==> config.mk <==
export PLATFORM = sky130hd
export DESIGN_NAME = dsp_mac_acc
export DESIGN_NICKNAME = d
export VERILOG_FILES = /design/src/rtl/dsp_pkg.sv /design/src/rtl/dsp_acc_add.sv /design/src/rtl/dsp_mac_acc.sv
export SDC_FILE = /design/constraint.sdc
export NUM_CORES = 2
export LEC_CHECK = 0
export ABC_AREA = 1
export CORE_UTILIZATION = 25
export DETAILED_ROUTE_END_ITERATION = 12
export GPL_TIMING_DRIVEN = 0
export PLACE_DENSITY = 0.52
export SYNTH_ARGS = -nofsm -noshare
export SYNTH_HDL_FRONTEND = slang
export SYNTH_SLANG_ARGS = --single-unit
==> constraint.sdc <==
create_clock -name clk -period 13.5 [get_ports clk]
set_input_delay 2.7 -clock clk [delete_from_list [all_inputs] [get_ports clk]]
set_output_delay 2.7 -clock clk [all_outputs]
set_load 0.005 [all_outputs]
==> src/rtl/dsp_pkg.sv <==
// rtl/dsp_pkg.sv - shared opmode bit indices and pipeline latency for the DSP MAC
package dsp_pkg;

  localparam int OPM_PREADD  = 0;
  localparam int OPM_PRESUB  = 1;
  localparam int OPM_POSTSUB = 2;

  localparam int DSP_MAC_LATENCY = 4;

endpackage

==> src/rtl/dsp_acc_add.sv <==
// rtl/dsp_acc_add.sv - signed add/sub with overflow flag; clamps when DSP_MAC_SAT_EN is defined
module dsp_acc_add #(
  parameter int WIDTH = 48
) (
  input  logic signed [WIDTH-1:0] a,
  input  logic signed [WIDTH-1:0] b,
  input  logic                    sub,
  output logic signed [WIDTH-1:0] sum,
  output logic                    ovf
);

  logic signed [WIDTH-1:0] raw;

  // Overflow from operand and result signs (equivalent to carry-in vs carry-out of the sign bit);
  // the overflow direction always follows the sign of a, which selects the clamp value.
  always_comb begin
    raw = sub ? (a - b) : (a + b);
    if (sub)
      ovf = (a[WIDTH-1] != b[WIDTH-1]) && (raw[WIDTH-1] != a[WIDTH-1]);
    else
      ovf = (a[WIDTH-1] == b[WIDTH-1]) && (raw[WIDTH-1] != a[WIDTH-1]);
`ifdef DSP_MAC_SAT_EN
    if (ovf)
      sum = a[WIDTH-1] ? {1'b1, {(WIDTH-1){1'b0}}} : {1'b0, {(WIDTH-1){1'b1}}};
    else
      sum = raw;
`else
    sum = raw;
`endif
  end

endmodule

==> src/rtl/dsp_mac_acc.sv <==
// rtl/dsp_mac_acc.sv - 4-stage pre-add/multiply/framed-accumulate engine (saturation via DSP_MAC_SAT_EN)
module dsp_mac_acc
  import dsp_pkg::*;
#(
  parameter int A_WIDTH   = 18,
  parameter int B_WIDTH   = 18,
  parameter int P_WIDTH   = 48,
  parameter int CNT_WIDTH = 8
) (
  input  logic                        clk,
  input  logic                        RST,
  input  logic                        CE,
  input  logic                        in_valid,
  input  logic                        in_first,
  input  logic                        in_last,
  input  logic [2:0]                  opmode,
  input  logic signed [A_WIDTH-1:0]   A,
  input  logic signed [B_WIDTH-1:0]   B,
  input  logic signed [B_WIDTH-1:0]   D,
  input  logic signed [P_WIDTH-1:0]   C,
  output logic                        out_valid,
  output logic signed [P_WIDTH-1:0]   P,
  output logic [CNT_WIDTH-1:0]        count,
  output logic                        overflow
);

  localparam int PB_WIDTH = B_WIDTH + 1;
  localparam int M_WIDTH  = A_WIDTH + B_WIDTH + 1;

  // stage 1
  logic signed [A_WIDTH-1:0]  a1;
  logic signed [B_WIDTH-1:0]  b1, d1;
  logic signed [P_WIDTH-1:0]  c1;
  logic [2:0]                 op1;
  logic                       v1, f1, l1;
  // stage 2
  logic signed [PB_WIDTH-1:0] b_pre, bp2;
  logic signed [A_WIDTH-1:0]  a2;
  logic signed [P_WIDTH-1:0]  c2;
  logic                       sub2, v2, f2, l2;
  // stage 3
  logic signed [M_WIDTH-1:0]  m3;
  logic signed [P_WIDTH-1:0]  c3;
  logic                       sub3, v3, f3, l3;
  // stage 4
  logic signed [P_WIDTH-1:0]  acc, base, m_ext, sum;
  logic [CNT_WIDTH-1:0]       cnt_acc, cnt_next;
  logic                       ovf_acc, ovf_next, add_ovf, active, start;

  // Stage 1: capture inputs; frame markers only count on valid beats
  always_ff @(posedge clk or posedge RST) begin
    if (RST) begin
      a1 <= '0; b1 <= '0; d1 <= '0; c1 <= '0; op1 <= '0;
      v1 <= 1'b0; f1 <= 1'b0; l1 <= 1'b0;
    end else if (CE) begin
      a1  <= A;
      b1  <= B;
      d1  <= D;
      c1  <= C;
      op1 <= opmode;
      v1  <= in_valid;
      f1  <= in_valid & in_first;
      l1  <= in_valid & in_last;
    end
  end

  // Pre-adder at one extra bit so D+B / D-B never wraps
  always_comb begin
    b_pre = PB_WIDTH'(b1);
    if (op1[OPM_PREADD]) begin
      if (op1[OPM_PRESUB])
        b_pre = PB_WIDTH'(d1) - PB_WIDTH'(b1);
      else
        b_pre = PB_WIDTH'(d1) + PB_WIDTH'(b1);
    end
  end

  // Stage 2: register pre-adder result and forward the rest
  always_ff @(posedge clk or posedge RST) begin
    if (RST) begin
      bp2 <= '0; a2 <= '0; c2 <= '0;
      sub2 <= 1'b0; v2 <= 1'b0; f2 <= 1'b0; l2 <= 1'b0;
    end else if (CE) begin
      bp2  <= b_pre;
      a2   <= a1;
      c2   <= c1;
      sub2 <= op1[OPM_POSTSUB];
      v2   <= v1;
      f2   <= f1;
      l2   <= l1;
    end
  end

  // Stage 3: full-precision signed product (the true product always fits M_WIDTH)
  always_ff @(posedge clk or posedge RST) begin
    if (RST) begin
      m3 <= '0; c3 <= '0;
      sub3 <= 1'b0; v3 <= 1'b0; f3 <= 1'b0; l3 <= 1'b0;
    end else if (CE) begin
      m3   <= M_WIDTH'(a2) * M_WIDTH'(bp2);
      c3   <= c2;
      sub3 <= sub2;
      v3   <= v2;
      f3   <= f2;
      l3   <= l2;
    end
  end

  // Frame start reloads from the bias; count saturates at all-ones; overflow is sticky within a frame
  always_comb begin
    start    = f3 | ~active;
    base     = start ? c3 : acc;
    m_ext    = P_WIDTH'(m3);
    cnt_next = start ? CNT_WIDTH'(1) :
               ((cnt_acc == '1) ? cnt_acc : cnt_acc + CNT_WIDTH'(1));
    ovf_next = (start ? 1'b0 : ovf_acc) | add_ovf;
  end

  dsp_acc_add #(
    .WIDTH (P_WIDTH)
  ) u_acc_add (
    .a   (base),
    .b   (m_ext),
    .sub (sub3),
    .sum (sum),
    .ovf (add_ovf)
  );

  // Stage 4: accumulate on valid beats, publish and close the frame on last
  always_ff @(posedge clk or posedge RST) begin
    if (RST) begin
      acc <= '0; cnt_acc <= '0; ovf_acc <= 1'b0; active <= 1'b0;
      P <= '0; count <= '0; overflow <= 1'b0; out_valid <= 1'b0;
    end else if (CE) begin
      out_valid <= v3 & l3;
      if (v3) begin
        acc     <= sum;
        cnt_acc <= cnt_next;
        ovf_acc <= ovf_next;
        active  <= ~l3;
        if (l3) begin
          P        <= sum;
          count    <= cnt_next;
          overflow <= ovf_next;
        end
      end
    end
  end

endmodule

==> run_results.csv <==
group,metric,value,unit
clock_network,clkSinkCount,402,
layout,diodes,0,
routing,first_pass_iters,5,
critical_path,regToRegSetupSlack,6140,ps
die,die_w,376,um
die,num_io_pins,169,
synthesis,netlist_area,35000,um^2
synthesis,netlist_instances,4611,
critical_path,worstSetupStartpointType,"flop",
clock_network,insertion_delay,640,ps
layout,layout_commonest_cell,"nand2_1",
timing,fin_crit,7360,ps
timing,fmax,136,MHz
die,initial_core_util,25.2,%
timing,finalSetupTns,0,ps
clock_network,clk_path_buf_depth,3,
layout,mostFrequentLayoutCells,"nand2_1 (1347), inv_1 (927), dfrtp_1 (402), o21ai_0 (368), fa_1 (347)",
timing,finalCritPeriodShare,54.5,%
grt,grt_max_degree,41,
synthesis,avgSynthCellArea,7.60,um^2
placed_design,postPlaceCellArea,39300,um^2
clock_network,path_clk_slew,60,ps
routing,avgViaCountPerCell,4.44,
grt,antenna_found_initial,3,
synthesis,synth-main-ff-cell,"dfrtp_1",
clock_network,cts-buffers-inserted,46,
die,fp.dieH,376,um
placed_design,io_buffer_count,167,
timing,slew_headroom,20.2,%
synthesis,syn_nets,5232,
grt,grt_pass1_vias,31186,
timing,worst_slew_pin_slew,1200,ps
run,cap_violations,0,
clock_network,root_buffer,"clkbuf_16",
critical_path,crit_type,"flop to flop",
grt,grt_use_total,17.2,%
clock_network,cts_hold_buf,0,
die,die_area,142000,um^2
synthesis,synth-seq-area-share,28.7,%
clock_network,cts_tree,"yes",
worst_hold_path,hold_path.class,"flop to flop",
clock_network,post_cts_buffers,0,
synthesis,synth_cell_type_count,57,
layout,nets,5458,
routing,ant_nets,0,
layout,area_delta_synth_final,16.6,%
synthesis,synth-edff-count,0,
synthesis,async_reset_ff_share,100,%
timing,hold_viol,0,
routing,route.vias.total,29973,
layout,fin_area,40900,um^2
routing,drt_iter0_markers,2090,
critical_path,crit_fanout,10,
routing,drc,0,
die,rows,137,
layout,final_layout_size_suffix_gt1_share,3.10,%
timing,finalClockSkew,61.8,ps
timing,finalMaxSlewViolations,0,
routing,routed_wl,121,mm
synthesis,ys_ff_latch,402,
placed_design,globalplace.congestion,0.979,
grt,grt_pass1_wl,187,mm
die,fp.coreArea,139000,um^2
timing,setup_viol,0,
clock_network,post_cts_resized,0,
critical_path,arrival,7880,ps
critical_path,critPathRequiredTime,14020,ps
clock_network,cts-htree-levels,2,
placed_design,hpwlAfterDp,101,mm
timing,grt_setup_unrepaired,"false",
routing,wl_per_cell,17.9,um
run_status,status,"finished clean",
grt,gr-total-overflow,0,
synthesis,yosys_warnings,0,
critical_path,cp-end-kind,"flop",
layout,fillers,15121,
logic make-up (layout without fill, tap and decap cells):
group / Yosys count / count (layout) / synth area share (%)
buffers and inverters: 1122 / 1385 / 12.0
AO/OA/AOI/OAI: 613 / 613 / 9.46
AND/OR/NAND/NOR: 1858 / 1858 / 21.5
XOR/XNOR: 106 / 106 / 2.67
flip-flops: 402 / 402 / 28.7
adder cells (fa/ha/maj): 510 / 510 / 25.6
state kept, by name (all words and copies together) (netlist names), 19 cells and up:
signal and flops:
acc 48, bp2 19, m3 37, c1 48
c3 48, c2 48, P 48
metrics by stage:
stage / setup slack [ps] / utilization (%) / hold slack [ps] / std cells
2_1_floorplan: 5390 / - / 442 / 4611
3_3_place_gp: 2300 / 28.0 / 462 / 6654
3_5_place_dp: 6070 / 28.2 / 465 / 6665
4_1_cts: 6080 / 29.3 / 478 / 6750
5_1_grt: 5790 / 29.3 / 489 / 6750
6_report: 6140 / 29.3 / 475 / 6750
routing by layer:
metal	wire, um	global-route usage [%]	vias up	part of all wire (%)
met5	0	0	-	0
met4	3500	4.77	0	2.9
met3	6590	2.45	140	5.5
met2	55300	28.3	778	46
met1	55400	23.4	14588	46
li1	-	-	14467	-
worst paths after layout:
path / startpoint / end / cells after the start
setup / recovery: bp2[18] / m3[36] / 22
hold / removal: c1[34] / c1[34] / 2
setup reg to reg: bp2[18] / m3[36] / 22
hold reg to reg: c1[34] / c1[34] / 2
max in group asynchronous: RST / P[46] / 7
min in group asynchronous: RST / c1[45] / 2
synthesized netlist by cell type, types with 32 or more instances:
| cell | count | share of area (%) |
|---|---|---|
| nand2_1 | 1347 | 14 |
| ha_1 | 163 | 5.8 |
| nand4_1 | 38 | 0.68 |
| dfrtp_1 | 402 | 29 |
| clkbuf_1 | 158 | 1.7 |
| o21ai_0 | 368 | 5.3 |
| nand3_1 | 169 | 2.4 |
| inv_1 | 928 | 9.9 |
| nor2_1 | 219 | 2.3 |
| xnor2_1 | 32 | 0.80 |
| xor2_1 | 73 | 1.8 |
| a21oi_1 | 138 | 2.0 |
| fa_1 | 347 | 20 |
cell type report:
cell class              instances  area [um^2]  share of cell area [%]
repair buffers                178         1890                    4.63
flip-flops and latches        402        10100                    24.6
inverters                     942         3540                    8.66
multi-input cells            3087        20800                    50.8
clock inverters                20          246                   0.603
clock buffers                  65         1330                    3.26
well taps                    1876         2350                    5.74
plain buffers                 180          679                    1.66
critical path, stage by stage (launching register included):
cell	delay, ps
dfrtp_1	320
clkbuf_1	660
buf_1	570
nand2_1	290
fa_1	680
inv_1	160
fa_1	790
fa_1	560
fa_1	560
inv_1	60
fa_1	500
fa_1	570
inv_1	50
ha_1	330
inv_1	100
nor3_1	300
nand2_1	120
nor4_1	220
nand2_1	150
nand2_1	80
nand2_1	40
nand3_1	90
nand2_1	60
Power is not shown: default switching activity piles up to over one toggle a cycle in this logic, so the estimate is an artifact.
